### src/rtl/alu_pkg.sv
// Shared encodings for the bit-serial ALU: modes, op codes and FSM states.
package alu_pkg;

  localparam logic MODE_ARITH = 1'b0;
  localparam logic MODE_LOGIC = 1'b1;

  // Arithmetic op_sel encodings
  localparam logic [2:0] OP_ADD  = 3'b000;
  localparam logic [2:0] OP_SUB  = 3'b001;
  localparam logic [2:0] OP_INC  = 3'b010;
  localparam logic [2:0] OP_SBB  = 3'b011;
  localparam logic [2:0] OP_PASS = 3'b100;
  localparam logic [2:0] OP_DEC  = 3'b101;
  localparam logic [2:0] OP_ADC  = 3'b110;
  localparam logic [2:0] OP_NOP  = 3'b111;

  // Logic op_sel encodings; 100-111 produce zero
  localparam logic [2:0] OP_AND  = 3'b000;
  localparam logic [2:0] OP_OR   = 3'b001;
  localparam logic [2:0] OP_XOR  = 3'b010;
  localparam logic [2:0] OP_NOTA = 3'b011;

  typedef enum logic [1:0] {
    ST_IDLE = 2'd0,
    ST_RUN  = 2'd1,
    ST_DONE = 2'd2
  } state_e;

  // Carry fed into bit 0; logic mode always starts (and stays) at zero.
  function automatic logic init_carry(input logic mode, input logic [2:0] sel,
                                      input logic cin);
    logic c;
    c = 1'b0;
    if (mode == MODE_ARITH) begin
      case (sel)
        OP_SUB, OP_INC: c = 1'b1;
        OP_SBB, OP_ADC: c = cin;
        default:        c = 1'b0;
      endcase
    end
    return c;
  endfunction

endpackage

### src/rtl/alu_bit_slice.sv
// One-bit ALU slice: operand-B selection, full adder and logic functions.
module alu_bit_slice
  import alu_pkg::*;
(
  input  logic       a,
  input  logic       b,
  input  logic       mode,
  input  logic [2:0] operation,
  input  logic       cin,
  output logic       out,
  output logic       carry_out
);

  logic b_sel;

  // Second arithmetic operand bit chosen by the op code
  always_comb begin
    b_sel = 1'b0;
    case (operation)
      OP_ADD, OP_ADC: b_sel = b;
      OP_SUB, OP_SBB: b_sel = ~b;
      OP_DEC:         b_sel = 1'b1;
      default:        b_sel = 1'b0;
    endcase
  end

  // Full adder in arithmetic mode, bitwise function in logic mode
  always_comb begin
    out       = 1'b0;
    carry_out = 1'b0;
    if (mode == MODE_ARITH) begin
      out       = a ^ b_sel ^ cin;
      carry_out = (a & b_sel) | (cin & (a ^ b_sel));
    end else begin
      case (operation)
        OP_AND:  out = a & b;
        OP_OR:   out = a | b;
        OP_XOR:  out = a ^ b;
        OP_NOTA: out = ~a;
        default: out = 1'b0;
      endcase
    end
  end

endmodule

### src/rtl/serial_alu_seq.sv
// Bit-serial ALU: accepts one request, processes one bit per clock LSB first,
// then holds the result and flags until the consumer takes them.
module serial_alu_seq
  import alu_pkg::*;
#(
  parameter int unsigned WIDTH = 8
) (
  input  logic             clk,
  input  logic             rst,
  input  logic             in_valid,
  output logic             in_ready,
  input  logic             op_mode,
  input  logic [2:0]       op_sel,
  input  logic             op_cin,
  input  logic [WIDTH-1:0] op_a,
  input  logic [WIDTH-1:0] op_b,
  output logic             out_valid,
  input  logic             out_ready,
  output logic [WIDTH-1:0] result,
  output logic             carry,
  output logic             zero,
  output logic             sign,
  output logic             overflow
);

  localparam int unsigned IDX_W = $clog2(WIDTH);
  localparam logic [IDX_W-1:0] LAST_IDX = IDX_W'(WIDTH - 1);

  state_e           state_q, state_d;
  logic             in_ready_q, out_valid_q;
  logic [WIDTH-1:0] a_q, b_q, res_q;
  logic             mode_q;
  logic [2:0]       sel_q;
  logic [IDX_W-1:0] idx_q;
  logic             cy_q, nz_q, zero_q, sign_q, ovf_q;

  logic             accept_c, step_c, last_c;
  logic             slice_out, slice_cout;

  // Operands are shifted right each step, so the slice always sees bit 0
  alu_bit_slice u_slice (
    .a         (a_q[0]),
    .b         (b_q[0]),
    .mode      (mode_q),
    .operation (sel_q),
    .cin       (cy_q),
    .out       (slice_out),
    .carry_out (slice_cout)
  );

  // Next-state and datapath strobes
  always_comb begin
    state_d  = state_q;
    accept_c = 1'b0;
    step_c   = 1'b0;
    last_c   = 1'b0;
    case (state_q)
      ST_IDLE: begin
        if (in_valid) begin
          accept_c = 1'b1;
          state_d  = ST_RUN;
        end
      end
      ST_RUN: begin
        step_c = 1'b1;
        if (idx_q == LAST_IDX) begin
          last_c  = 1'b1;
          state_d = ST_DONE;
        end
      end
      ST_DONE: begin
        if (out_ready) state_d = ST_IDLE;
      end
      default: state_d = ST_IDLE;
    endcase
  end

  // State register with registered handshake outputs
  always_ff @(posedge clk or posedge rst) begin
    if (rst) begin
      state_q     <= ST_IDLE;
      in_ready_q  <= 1'b1;
      out_valid_q <= 1'b0;
    end else begin
      state_q     <= state_d;
      in_ready_q  <= (state_d == ST_IDLE);
      out_valid_q <= (state_d == ST_DONE);
    end
  end

  // Request capture, serial shift/carry chain and flag capture on the last bit
  always_ff @(posedge clk or posedge rst) begin
    if (rst) begin
      a_q    <= '0;
      b_q    <= '0;
      res_q  <= '0;
      mode_q <= MODE_ARITH;
      sel_q  <= '0;
      idx_q  <= '0;
      cy_q   <= 1'b0;
      nz_q   <= 1'b0;
      zero_q <= 1'b0;
      sign_q <= 1'b0;
      ovf_q  <= 1'b0;
    end else if (accept_c) begin
      a_q    <= op_a;
      b_q    <= op_b;
      mode_q <= op_mode;
      sel_q  <= op_sel;
      cy_q   <= init_carry(op_mode, op_sel, op_cin);
      idx_q  <= '0;
      nz_q   <= 1'b0;
    end else if (step_c) begin
      a_q   <= a_q >> 1;
      b_q   <= b_q >> 1;
      res_q <= {slice_out, res_q[WIDTH-1:1]};
      cy_q  <= slice_cout;
      nz_q  <= nz_q | slice_out;
      idx_q <= idx_q + IDX_W'(1);
      if (last_c) begin
        zero_q <= ~(nz_q | slice_out);
        sign_q <= slice_out;
        ovf_q  <= (mode_q == MODE_ARITH) & (cy_q ^ slice_cout);
      end
    end
  end

  assign in_ready  = in_ready_q;
  assign out_valid = out_valid_q;
  assign result    = res_q;
  assign carry     = cy_q;
  assign zero      = zero_q;
  assign sign      = sign_q;
  assign overflow  = ovf_q;

endmodule

### config.mk
export PLATFORM = sky130hd
export DESIGN_NAME = serial_alu_seq
export DESIGN_NICKNAME = d
export VERILOG_FILES = /design/src/rtl/alu_pkg.sv /design/src/rtl/alu_bit_slice.sv /design/src/rtl/serial_alu_seq.sv
export SDC_FILE = /design/constraint.sdc
export NUM_CORES = 1
export LEC_CHECK = 0
export CORE_MARGIN = 4
export CORE_UTILIZATION = 30
export CTS_CLUSTER_DIAMETER = 50
export CTS_CLUSTER_SIZE = 16
export DETAILED_ROUTE_END_ITERATION = 10
export PLACE_DENSITY = 0.56
export SETUP_SLACK_MARGIN = 0.15
export SYNTH_ARGS = -nofsm -noshare
export SYNTH_HDL_FRONTEND = slang
export SYNTH_SLANG_ARGS = --single-unit
export TNS_END_PERCENT = 5
### constraint.sdc
create_clock -name clk -period 2.3 [get_ports clk]
set_clock_uncertainty 0.2 [all_clocks]
set_input_delay 0.345 -clock clk [delete_from_list [all_inputs] [get_ports clk]]
set_output_delay 0.345 -clock clk [all_outputs]
set_load 0.005 [all_outputs]
# Word-level counts from Yosys, hierarchy flattened
# Index checks and enable logic that the tools add are counted.
word_totals:
  reg_bits: 40
  in_bits: 25
  output_inout_bits: 14
  elab_cells: 79
op_classes:
  eq_ne: 13
  n_reduce_logical: 10
  mux: 25
  n_addsub: 1
  bitwise_logic: 16
ops:
  columns: ["operator", "n"]
  rows:
  - ["8-bit 2-to-1 mux", 4]
  - ["3-bit by 2-bit equality test with 1-bit output (second input constant)", 4]
  - ["3-bit equality test (second input constant)", 4]
  - ["1-bit 2-to-1 mux", 12]
  - ["2-bit OR reduction", 4]
  - ["3-bit by 1-bit equality test with 1-bit output (second input constant)", 2]
  - ["2-bit 2-to-1 mux", 3]
  - ["3-bit 2-to-1 mux", 2]
  - ["2-bit one-hot mux with 3 select lines", 1]
  - ["1-bit inverter", 5]
  - ["1-bit AND", 4]
  - ["2-bit equality test (second input constant)", 2]
  - ["2-bit logical NOT", 2]
  - ["1-bit one-hot mux with 4 select lines", 1]
  - ["1-bit bitwise XOR", 4]
  - ["3-bit by 1-bit adder with 3-bit output (second input constant)", 1]
  - ["3-bit logical NOT", 1]
  - ["1-bit bitwise OR", 3]
  - ["1-bit one-hot mux with 3 select lines", 1]
  - ["3-bit AND reduction", 1]
  - ["2-bit by 1-bit equality test with 1-bit output (second input constant)", 1]
  - ["1-bit one-hot mux with 2 select lines", 1]
  - ["2-bit AND reduction", 1]
  - ["2-bit nonzero test", 1]

# Depth between registers and ports, before layout
# Gate-level depths: netlist of the first run.
depth:
  depth_word: 9
  depth_mapped: 6
  mapped_depth_nobuf: 6

# By module
# From an unflattened synthesis of the first run, not the netlist that was laid out.
unflattened:
  hier_cells: 160
  area_unflattened_um2: 1841.8
by_module_without_submodules:
  columns: ["module", "n_inst", "seq_area_each_um2", "cells_each", "area_each_um2"]
  rows:
  - ["serial_alu_seq", 1, 1002.2, 144, 1702.9]
  - ["alu_bit_slice", 1, 0.0, 16, 138.9]

# Least setup slack after synthesis of the first run
# No wires, ideal clock.
synth_path:
  path_kind: "flip-flop to flip-flop"
  from: "reg sel_q[1]"
  to: "reg res_q[7] (netlist: result[7])"
  path_buffers: 0
  arrival_ps: 1837
  required_time_ps: 1959
  stages_incl_launch_ff: 7
  setup_ps: 141
  setup_slack_ps: 122
  period_less_slack_ps: 2178
  cell_sequence: "dfrtp_1 -> nor3b_1 -> a211oi_1 -> a31oi_1 -> fa_1 -> a222oi_1 -> o21ai_0"
synth_via:
  elab_chain_len: 6
  word_cells_on_any_way: 13
  classes_between: "eq/ne: 5; mux: 3; bitwise: 2; reduce/logical: 3"
synth_rtl:
  columns: ["element", "line_no", "rtl"]
  rows:
  - ["start: declaration", "serial_alu_seq.sv:33", "logic [2:0] sel_q;"]
  - ["start signal: assignment", "serial_alu_seq.sv:109", "sel_q <= op_sel;"]
  - ["3-bit by 1-bit equality test with 1-bit output (tied with other cells)", "alu_bit_slice.sv:19, alu_bit_slice.sv:35", null]
  - ["2-bit OR reduction", "alu_bit_slice.sv:19", "case (operation)"]
  - ["1-bit one-hot mux with 3 select lines", "alu_bit_slice.sv:19", null]
  - ["1-bit bitwise XOR (2 in series)", "alu_bit_slice.sv:32", "out = a ^ b_sel ^ cin;"]
  - ["1-bit 2-to-1 mux (*)", "alu_bit_slice.sv:31", "if (mode == MODE_ARITH) begin"]
  - ["end signal: assignment", "serial_alu_seq.sv:116", "res_q <= {slice_out, res_q[WIDTH-1:1]};"]
  - ["end: declaration", "serial_alu_seq.sv:31", "logic [WIDTH-1:0] a_q, b_q, res_q;"]
# Every way passes the cells marked *; elsewhere a longest branch is shown, timed or not.
# A chain may end at the register's enable or synchronous reset.

# Final worst setup path of the first run
layout_path:
  from: "reg b_q[0]"
  to: "reg nz_q"
layout_via:
  elab_chain_len: 8
  word_cells_on_any_way: 12
  classes_between: "mux: 5; bitwise: 7"
layout_rtl:
  columns: ["element", "line_no", "rtl"]
  rows:
  - ["start: declaration", "serial_alu_seq.sv:31", null]
  - ["start signal: assignment", "serial_alu_seq.sv:107", "b_q <= op_b;"]
  - ["start signal: assignment", "serial_alu_seq.sv:115", "b_q <= b_q >> 1;"]
  - ["1-bit inverter", "alu_bit_slice.sv:21", "OP_SUB, OP_SBB: b_sel = ~b;"]
  - ["1-bit one-hot mux with 3 select lines", "alu_bit_slice.sv:19", null]
  - ["1-bit bitwise XOR (2 in series)", "alu_bit_slice.sv:32", null]
  - ["1-bit 2-to-1 mux (*)", "alu_bit_slice.sv:31", null]
  - ["1-bit bitwise OR (*)", "serial_alu_seq.sv:118", "nz_q <= nz_q | slice_out;"]
  - ["1-bit 2-to-1 mux (*)", "serial_alu_seq.sv:113", "end else if (step_c) begin"]
  - ["1-bit 2-to-1 mux (*)", "serial_alu_seq.sv:105", "end else if (accept_c) begin"]
  - ["end signal: assignment", "serial_alu_seq.sv:118", null]
  - ["end: declaration", "serial_alu_seq.sv:35", "logic cy_q, nz_q, zero_q, sign_q, ovf_q;"]
# Every way passes the cells marked *; elsewhere a longest branch is shown, timed or not. The select of a mux whose other input is x is not followed.

==> results of run 1 <==
-- state kept, by name, summed over array words and instances (netlist names), 2 cells and up --
register and flops:
a_q 8, b_q 8, idx_q 3, result 8
sel_q 3, state_q 2
-- stage by stage --
stage	cells	util [%]
4_1_cts	304	40.9
2_1_floorplan	181	-
3_3_place_gp	293	39.1
5_1_grt	304	41.2
3_5_place_dp	293	39.1
6_report	304	41.2
-- worst min-delay path, delay by kind of cell --
kind / cells / cell delay, ps
buffers and inverters: 3 / 870
-- cell usage in the layout, fill, tap and decap left out, types with 3 or more instances in the layout --
cell type	count
a22oi_1	14
buf_4	12
clkbuf_8	5
clkdlybuf4s50_1	38
dfrtp_1	38
ha_1	4
inv_1	5
mux2_2	3
nand2_1	52
nand2b_1	3
nor2_1	3
o21ai_0	23
-- layout make-up --
| class | instances | area (sq um) | share of cell area, % |
|---|---|---|---|
| Clock inverter | 1 | 5.00 | 0.207 |
| Inverter | 5 | 18.8 | 0.774 |
| Clock buffer | 7 | 76.3 | 3.15 |
| Timing Repair Buffer | 50 | 470 | 19.4 |
| Multi-Input combinational cell | 126 | 756 | 31.2 |
| Sequential cell | 40 | 1000 | 41.4 |
| Tap cell | 75 | 93.8 | 3.87 |
-- power by group --
part           switching [W]  internal, W  leakage, nW
Clock               0.000234     0.000213       0.0422
Combinational       0.000567     0.000667        0.519
Sequential          0.000246      0.00100        0.507
Total                0.00105      0.00188         1.07
-- what timing repair did --
item	CTS	global route
pin swaps	2	4
endpoints found under the setup margin	4	4
gates resized for setup	1	5
setup buffers	3	0
hold buffers	0	0
-- layer usage --
metal | share of wire (%) | up-vias | wire (microns)
met5 | 0 | - | 0
met1 | 50 | 660 | 2050
met4 | 1.3 | 0 | 53
met2 | 42 | 31 | 1720
met3 | 6.0 | 4 | 246
li1 | - | 713 | -
-- worst max-delay path by stage --
stage	slack (ps)	cells past startpoint	from	endpoint
after detailed placement	80	7	b_q[0]$_DFFE_PP0P_	sign$_DFFE_PP0P_
after CTS	100	7	b_q[0]$_DFFE_PP0P_	sign$_DFFE_PP0P_
after floorplan	140	6	sel_q[1]$_DFFE_PP0P_	result[7]$_DFFE_PP0P_
final	110	7	b_q[0]$_DFFE_PP0P_	nz_q$_DFFE_PP0P_
after global placement	110	7	sel_q[0]$_DFFE_PP0P_	sign$_DFFE_PP0P_
after global routing	-30	7	sel_q[0]$_DFFE_PP0P_	result[7]$_DFFE_PP0P_
-- cell families (layout without fill, tap and decap cells) --
group / count (synthesis) / after routing / share of synthesized area (%)
simple gates: 67 / 67 / 16.1
xor+xnor: 1 / 1 / 0.485
flops: 40 / 40 / 55.5
buf+inv: 15 / 63 / 3.81
fa+ha+maj: 5 / 5 / 3.88
compound gates: 48 / 48 / 17.0
mux: 5 / 5 / 3.25
==> results.md, run 1 <==
- Area leader, netlist: dfrtp_1
- CP Max Fanout: 4
- First-pass GRT wire length: 6960 microns
- DRT Wirelength: 4070 microns
- Most common cell in the synthesized netlist: nand2_1
- Critical Path Slowest Stage Cell: fa_1
- Outcome: completed
- Layout area overhead: 34.1%
- Met3 usage: 3.75%
- Gpl congestion: 0.744
- Count of different cell masters after synthesis: 33
- Final Hold Viols: 0
- Initial Util: 30.7%
- Antenna cells: 0
- Max-slew violation count: 0
- M1 GR Usage: 16.5%
- Seq/Total Area, Yosys: 55.5%
- Power Total: 0.00293 W
- Slew headroom: 64.8%
- Predominant post-synthesis flop cell: dfrtp_1
- Pre-CTS setup slack: 76.3 ps
- Fin nets: 258
- Synth Instances: 181
- WS Path Type: reg2reg
- Syn Std Cell Area: 1810 sq um
- Largest net degree at the start of global routing: 41
- # port buffers: 38
- Core area: 5890 sq um
- Filler cell count: 596
- Reg2reg path depth: 7
- Leakage power: 1.07 nW
- Initial antenna violation count: 0
- Reg clk slew, reported paths: 70 ps
- I/O pin count: 39
- Initial DRC Count: 83
- Worst VDD drop: 361 uV
- Grt total ovfl: 0
- TritonCTS clock tree: built
- WP buf/inv: 1
- Post-DP HPWL: 2810 microns
- Die width: 85.6 microns
- Clk sink count: 40
- CP cell instances: nor3b_2 > a211oi_2 > a31oi_2 > fa_1 > a222oi_1 > buf_4 > o22ai_1
- Tmin final: 2190 ps
- Met2 Use GR: 17.4%
- GRT Overall Usage: 11.9%
- R2r setup slk: 110 ps
- Number of CTS-inserted buffers: 5
- Die height: 85.6 microns
- Crit path largest cell delay: 490 ps
- Setup violations, final: 0
- Top cell family by delay on the critical path: compound AO/OA/AOI/OAI gates
- Worst-case clock buffer depth: 2
- Ys async rst share: 100%
- Synth cell count leaders: nand2_1, dfrtp_1, o21ai_0
- Hold slack: 277 ps
- Mean routed wirelength per cell: 13.4 microns
- Setup TNS: 0 ps
- Worst slew pin tran: 527 ps
- Vias/cell: 4.63
- R2R Path End: nz_q$_DFFE_PP0P_
- Setup crit end kind: register
- Unrepaired setup endpoints after global routing: yes
- EDFF count, synth: 0
- Layout cells sized above 1: 12.7%
- DR vias: 1408
- Min-delay worst type: in2async
- Yosys reg bits: 40
- Worst path required time: 2270 ps
- DR DRC count: 0
- Clk root buf: clkbuf_8
- Busiest grt layer: met2
- DP Area: 2300 sq um
- Worst-Skew Late Latency: 290 ps
- MaxCap Viol Count: 0
- Share of the synthesized area in the top cell type: 54.0%
- Drt first pass iters: 4
- Die area: 7330 sq um
- Final worst slack: 113 ps
- Row count: 28
- Finished Cell Area: 2420 sq um
- Worst setup SP type: register
- Antenna-violating nets left: 0
- Synth top area cells: dfrtp_1, nand2_1, o21ai_0, a22oi_1, ha_1
- Worst EP arrival: 2160 ps
- Synthesized area per cell: 9.98 sq um
- Period utilisation layout: 95.1%
- Vias in the first global route: 1465
- Max Freq: 457 MHz
- PwrDens: 1210 nW/um^2
- Crit Reg-Reg Startpoint: b_q[0]$_DFFE_PP0P_
- YS warnings: 0
- H-tree Lvls: 2
- Syn nets: 211
Power figures use the tool's default switching activity.
==> run 2, diff against run 1 <==
Settings changed: DONT_BUFFER_PORTS set to 1, PLACE_DENSITY 0.56 to 0.47, SLEW_MARGIN set to 10.
==> run 2 against run 1 <==
- the flow now finishes with violations (negative setup slack)
- first-iteration DRC count down 36%
- final area down 12%
- register-to-register slack worse by 170 ps
- worst hold slack worse by 230 ps
- setup slack worse by 170 ps
- final cell count down 11%
- clock power up 4%
- critical endpoint unchanged
- total power down 3.9%
- maximum frequency down 7.0%
- utilization down 5.1 points
- via count down 3.8%
==> results.md, run 2 (synthesized netlist as in run 1, its figures left out) <==
- Outcome: finished, violations left
- Failing checks: negative setup slack
- Gpl congestion: 0.794 (+6.8%)
- Stages on worst setup path: 7 (unchanged)
- Row count: 28 (unchanged)
- Layout cells sized above 1: 13.2% (+0.53 points)
- Clk root buf: clkbuf_8
- Period utilisation layout: 102% (+7.2 points)
- First-pass GRT wire length: 6890 microns (-0.89%)
- DP Area: 1910 sq um (-17%)
- CP cell instances: nor3b_4 > a211oi_4 > a31oi_2 > fa_1 > a222oi_1 > buf_4 > o22ai_1
- Initial DRC Count: 53 (-36%)
- TritonCTS clock tree: built
- I/O pin count: 39 (unchanged)
- Number of CTS-inserted buffers: 5 (unchanged)
- Initial Util: 30.7% (unchanged)
- Min-delay worst type: in2reg
- Hold slack: 43.4 ps (-233 ps)
- PwrDens: 1320 nW/um^2 (+9.6%)
- Vias in the first global route: 1434 (-2.1%)
- Initial antenna violation count: 0 (unchanged)
- Power Total: 0.00281 W (-3.9%)
- Grt total ovfl: 0 (unchanged)
- Post-DP HPWL: 2840 microns (+1.1%)
- Largest net degree at the start of global routing: 41 (unchanged)
- Drt first pass iters: 4 (unchanged)
- Vias/cell: 4.98 (+7.5%)
- Antenna-violating nets left: 0 (unchanged)
- Finished Cell Area: 2120 sq um (-12%)
- Tmin final: 2350 ps (+165 ps)
- Leakage power: 0.955 nW (-11%)
- Core area: 5890 sq um (unchanged)
- DR vias: 1354 (-3.8%)
- H-tree Lvls: 2 (unchanged)
- Slew headroom: 36.6% (-28 points)
- Final Hold Viols: 0 (unchanged)
- Max-slew violation count: 0 (unchanged)
- Final worst slack: -51.8 ps (-165 ps)
- Worst-Skew Late Latency: 280 ps (about the same)
- Die width: 85.6 microns (unchanged)
- Reg2reg path depth: 7 (unchanged)
- Worst slew pin tran: 950 ps (+422 ps)
- Worst VDD drop: 498 uV (+38%)
- Most frequent cells in the layout: nand2_1, dfrtp_1, o21ai_0, a22oi_1, buf_4
- Filler cell count: 618 (+3.7%)
- Max Freq: 425 MHz (-7.0%)
- Most common cell after layout, fill and taps aside: nand2_1
- MaxCap Viol Count: 0 (unchanged)
- Setup crit end kind: register
- Critical Path Slowest Stage Cell: fa_1
- GRT Overall Usage: 12.1% (+0.20 points)
- Top cell family by delay on the critical path: compound AO/OA/AOI/OAI gates
- Die height: 85.6 microns (unchanged)
- Fin nets: 226 (-12%)
- Setup violations, final: 4 (+4)
- # port buffers: 0 (-100%)
- DR DRC count: 0 (unchanged)
- WHS Path Cells: 2
- Crit path largest cell delay: 460 ps (-30 ps)
- Mean routed wirelength per cell: 15.3 microns (+14%)
- Antenna cells: 0 (unchanged)
- Worst path required time: 2260 ps (about the same)
- Worst-case clock buffer depth: 2 (unchanged)
- Worst EP arrival: 2310 ps (+150 ps)
- Reg clk slew, reported paths: 70 ps (about the same)
- Die area: 7330 sq um (unchanged)
- Worst setup SP type: register
- Layout area overhead: 17.5%
- Clk sink count: 40 (unchanged)
- Unrepaired setup endpoints after global routing: yes
- WS Path Type: reg2reg
- WP buf/inv: 1 (unchanged)
- CP Max Fanout: 4 (unchanged)
- DRT Wirelength: 4160 microns (+2.3%)
==> run 2: cell count changes in the layout (fill, tap and decap cells not counted), sizes merged <==
cell / change
dlygate4sd3: +7
clkdlybuf4s50: -38
buf: -1
clkinv: -1
clkbuf: +1
==> run 2: final cells by class <==
type | count | area, sq um | share of cell area (%)
clock buffer | 8 | 90.1 | 4.24
tap | 75 | 93.8 | 4.42
timing repair buffer | 18 | 153 | 7.19
sequential | 40 | 1000 | 47.2
inverter | 5 | 18.8 | 0.884
multi-input combinational | 126 | 766 | 36.1
==> run 2: per-stage QoR <==
stage | setup WS [ps] | utilization [%] | TNS (ps) | std cells
3_3_place_gp | 127 | 32.5 | 0 | 254
2_1_floorplan | 140 | - | 0 | 181
3_5_place_dp | -74.2 | 32.5 | -262 | 254
5_1_grt | -141 | 36.1 | -519 | 272
4_1_cts | -46.3 | 35.5 | -169 | 270
6_report | -51.8 | 36.1 | -162 | 272
==> run 2: final timing paths <==
path | endpoint | slack [ps] | startpoint
setup / recovery | nz_q$_DFFE_PP0P_ | -50 | sel_q[0]$_DFFE_PP0P_
min in group asynchronous | result[4]$_DFFE_PP0P_ | 430 | rst
max in group asynchronous | in_ready$_DFF_PP1_ | 1110 | rst
hold reg to reg | a_q[2]$_DFFE_PP0P_ | 280 | a_q[2]$_DFFE_PP0P_
setup reg to reg | nz_q$_DFFE_PP0P_ | -50 | sel_q[0]$_DFFE_PP0P_
hold / removal | carry$_DFFE_PP0P_ | 40 | op_mode
==> run 2: metal layers <==
| layer | track usage, % | wire [microns] |
|---|---|---|
| met2 | 18.9 | 1990 |
| met5 | 0 | 0 |
| met3 | 4.71 | 347 |
| met4 | 5.18 | 25 |
| met1 | 14.9 | 1800 |
==> run 2: what timing repair did <==
item,in CTS,in global routing
pin swaps,3,3
hold buffers,5,2
endpoints found under the hold margin,43,2
resized for setup,3,4
endpoints found under the setup margin,4,4
buffers inserted,3,0
==> run 2: where the power goes <==
group          switching, W  internal [W]
combinational      0.000590      0.000510
clock              0.000222      0.000245
sequential         0.000247      0.000999
total               0.00106       0.00175
==> run 3, diff against run 2 <==
Settings changed: SKIP_CTS_REPAIR_TIMING set to 1.
==> run 3 against run 2 <==
- the run ends with negative hold slack, negative setup slack left
- sequential share of layout area up 0.56 points
- worst hold slack worse by 57 ps
- setup slack worse by 43 ps
- utilization down 0.43 points
- combinational power about the same
- maximum frequency down 1.8%
- clock power about the same
- final area down 1.2%
- sequential cell count unchanged
- count of clock-buffer cells in the layout unchanged
- via count down 0.59%
- critical endpoint is now zero$_DFFE_PP0P_
- largest cell class unchanged
==> results.md, run 3 (synthesized netlist as in run 1, its figures left out) <==
- Outcome: finished, violations left
- Failing checks: negative hold slack, negative setup slack
- Worst-case clock buffer depth: 2 (unchanged)
- Fin nets: 224 (-0.88%)
- GRT Overall Usage: 11.7% (-0.34 points)
- H-tree Lvls: 2 (unchanged)
- CP Max Fanout: 5 (+1)
- Worst EP arrival: 2420 ps (+110 ps)
- Power Total: 0.00278 W (-1.3%)
- Initial antenna violation count: 0 (unchanged)
- Largest net degree at the start of global routing: 41 (unchanged)
- Most frequent cells in the layout: nand2_1, dfrtp_1, o21ai_0, a22oi_1, buf_4
- Reg power frac: 44.5% (+0.2 points)
- Row count: 28 (unchanged)
- Worst VDD drop: 499 uV (+0.10%)
- Antenna cells: 0 (unchanged)
- Worst path required time: 2320 ps (+60 ps)
- Die width: 85.6 microns (unchanged)
- Switch Pwr: 0.00104 W (-1.8%)
- Worst slew pin tran: 916 ps (-33.1 ps)
- Slew headroom: 38.8% (+2.2 points)
- Placed Instances: 254 (unchanged)
- Unrepaired setup endpoints after global routing: yes
- Initial Util: 30.7% (unchanged)
- Clk sink count: 40 (unchanged)
- Number of CTS-inserted buffers: 5 (unchanged)
- TritonCTS clock tree: built
- Reg clk slew, reported paths: 70 ps (about the same)
- Drt first pass iters: 6 (+2)
- Pre-CTS setup slack: -74.2 ps (unchanged)
- Max-slew violation count: 0 (unchanged)
- MaxCap Viol Count: 0 (unchanged)
- Final Non-Filler Cells: 270 (-0.74%)
- Final worst slack: -95.0 ps (-43.2 ps)
- Mean routed wirelength per cell: 15.3 microns (-0.28%)
- Clock Power Share: 16.9% (+0.3 points)
- # port buffers: 0 (unchanged)
- First-pass GRT wire length: 6690 microns (-3.0%)
- Int Pwr: 0.00174 W (-0.94%)
- Vias in the first global route: 1402 (-2.2%)
- Die height: 85.6 microns (unchanged)
- I/O pin count: 39 (unchanged)
- Crit path largest cell delay: 490 ps (+30 ps)
- Final Hold Viols: 1 (+1)
- Worst setup SP type: register
- Filler cell count: 618 (unchanged)
- Vias/cell: 4.99 (+0.15%)
- Antenna-violating nets left: 0 (unchanged)
- Core area: 5890 sq um (unchanged)
- Post-DP HPWL: 2840 microns (unchanged)
- Max Freq: 418 MHz (-1.8%)
- Top cell family by delay on the critical path: compound AO/OA/AOI/OAI gates
- Comb pwr share: 38.6% (-0.5 points)
- Min-delay worst type: in2reg
- Worst-Skew Late Latency: 280 ps (about the same)
- Tmin final: 2400 ps (+43.2 ps)
- Most common cell after layout, fill and taps aside: nand2_1
- DR vias: 1346 (-0.59%)
- WS Path Type: reg2reg
- CP cell instances: nor3b_2 > a211oi_2 > a31oi_2 > fa_1 > a222oi_1 > buf_4 > a22o_1
- PwrDens: 1320 nW/um^2 (about the same)
- Period utilisation layout: 104% (+1.9 points)
- Switching fraction of total power: 37.4% (-0.20 points)
- Grt total ovfl: 0 (unchanged)
- DR DRC count: 0 (unchanged)
- Critical Path Slowest Stage Cell: fa_1
- Layout cells sized above 1: 13.3% (+0.14 points)
- Clk root buf: clkbuf_8
- Setup crit end kind: register
- Initial DRC Count: 58 (+9.4%)
- Gpl congestion: 0.794 (unchanged)
- Leakage power: 0.945 nW (-1.0%)
- Layout area overhead: 16.1%
- Setup violations, final: 4 (unchanged)
- Die area: 7330 sq um (unchanged)
- Hold slack: -13.1 ps (-56.5 ps)
- DRT Wirelength: 4120 microns (-1.0%)
- WP buf/inv: 1 (unchanged)
==> run 3: metal layers <==
| layer | track usage, % | wire [microns] | vias to the layer above |
|---|---|---|---|
| li1 | - | - | 646 |
| met1 | 14.7 | 1800 | 655 |
| met2 | 17.9 | 1960 | 41 |
| met3 | 4.51 | 324 | 4 |
| met4 | 5.61 | 40 | 0 |
| met5 | 0 | 0 | - |
==> run 3: path summary, 6_finish.rpt <==
check,from,endpoint,slack [ps],cells past startpoint
setup / recovery,b_q[0]$_DFFE_PP0P_,zero$_DFFE_PP0P_,-100,7
hold / removal,op_mode,mode_q$_DFFE_PP0P_,-10,2
setup reg to reg,b_q[0]$_DFFE_PP0P_,zero$_DFFE_PP0P_,-100,7
hold reg to reg,a_q[2]$_DFFE_PP0P_,a_q[2]$_DFFE_PP0P_,280,2
max in group asynchronous,rst,in_ready$_DFF_PP1_,1110,3
min in group asynchronous,rst,result[4]$_DFFE_PP0P_,430,3
==> run 3: per-stage QoR <==
step	hold WS, ps	utilization [%]	TNS, ps	cell area [sq um]
2_1_floorplan	250	-	0	1810
3_3_place_gp	189	32.5	0	1910
3_5_place_dp	203	32.5	-262	1910
4_1_cts	-114	34.0	-371	2000
5_1_grt	17.4	35.7	-690	2100
6_report	-13.1	35.7	-356	2100
==> run 3: power by group through the flow <==
stage               logic (W)  registers, W  clock network, W
floorplan            0.000733       0.00118                 0
global placement     0.000943       0.00123                 0
detailed placement    0.00100       0.00125                 0
CTS                   0.00101       0.00124          0.000492
global route          0.00121       0.00128          0.000522
finish                0.00107       0.00124          0.000469
==> run 3: cell type report <==
| cell class | instances | area, sq um | share of cell area (%) |
|---|---|---|---|
| flip-flops and latches | 40 | 1000 | 47.8 |
| multi-input cells | 126 | 758 | 36.1 |
| well taps | 75 | 93.8 | 4.47 |
| repair buffers | 16 | 135 | 6.44 |
| clock buffers | 8 | 90.1 | 4.29 |
| inverters | 5 | 18.8 | 0.894 |
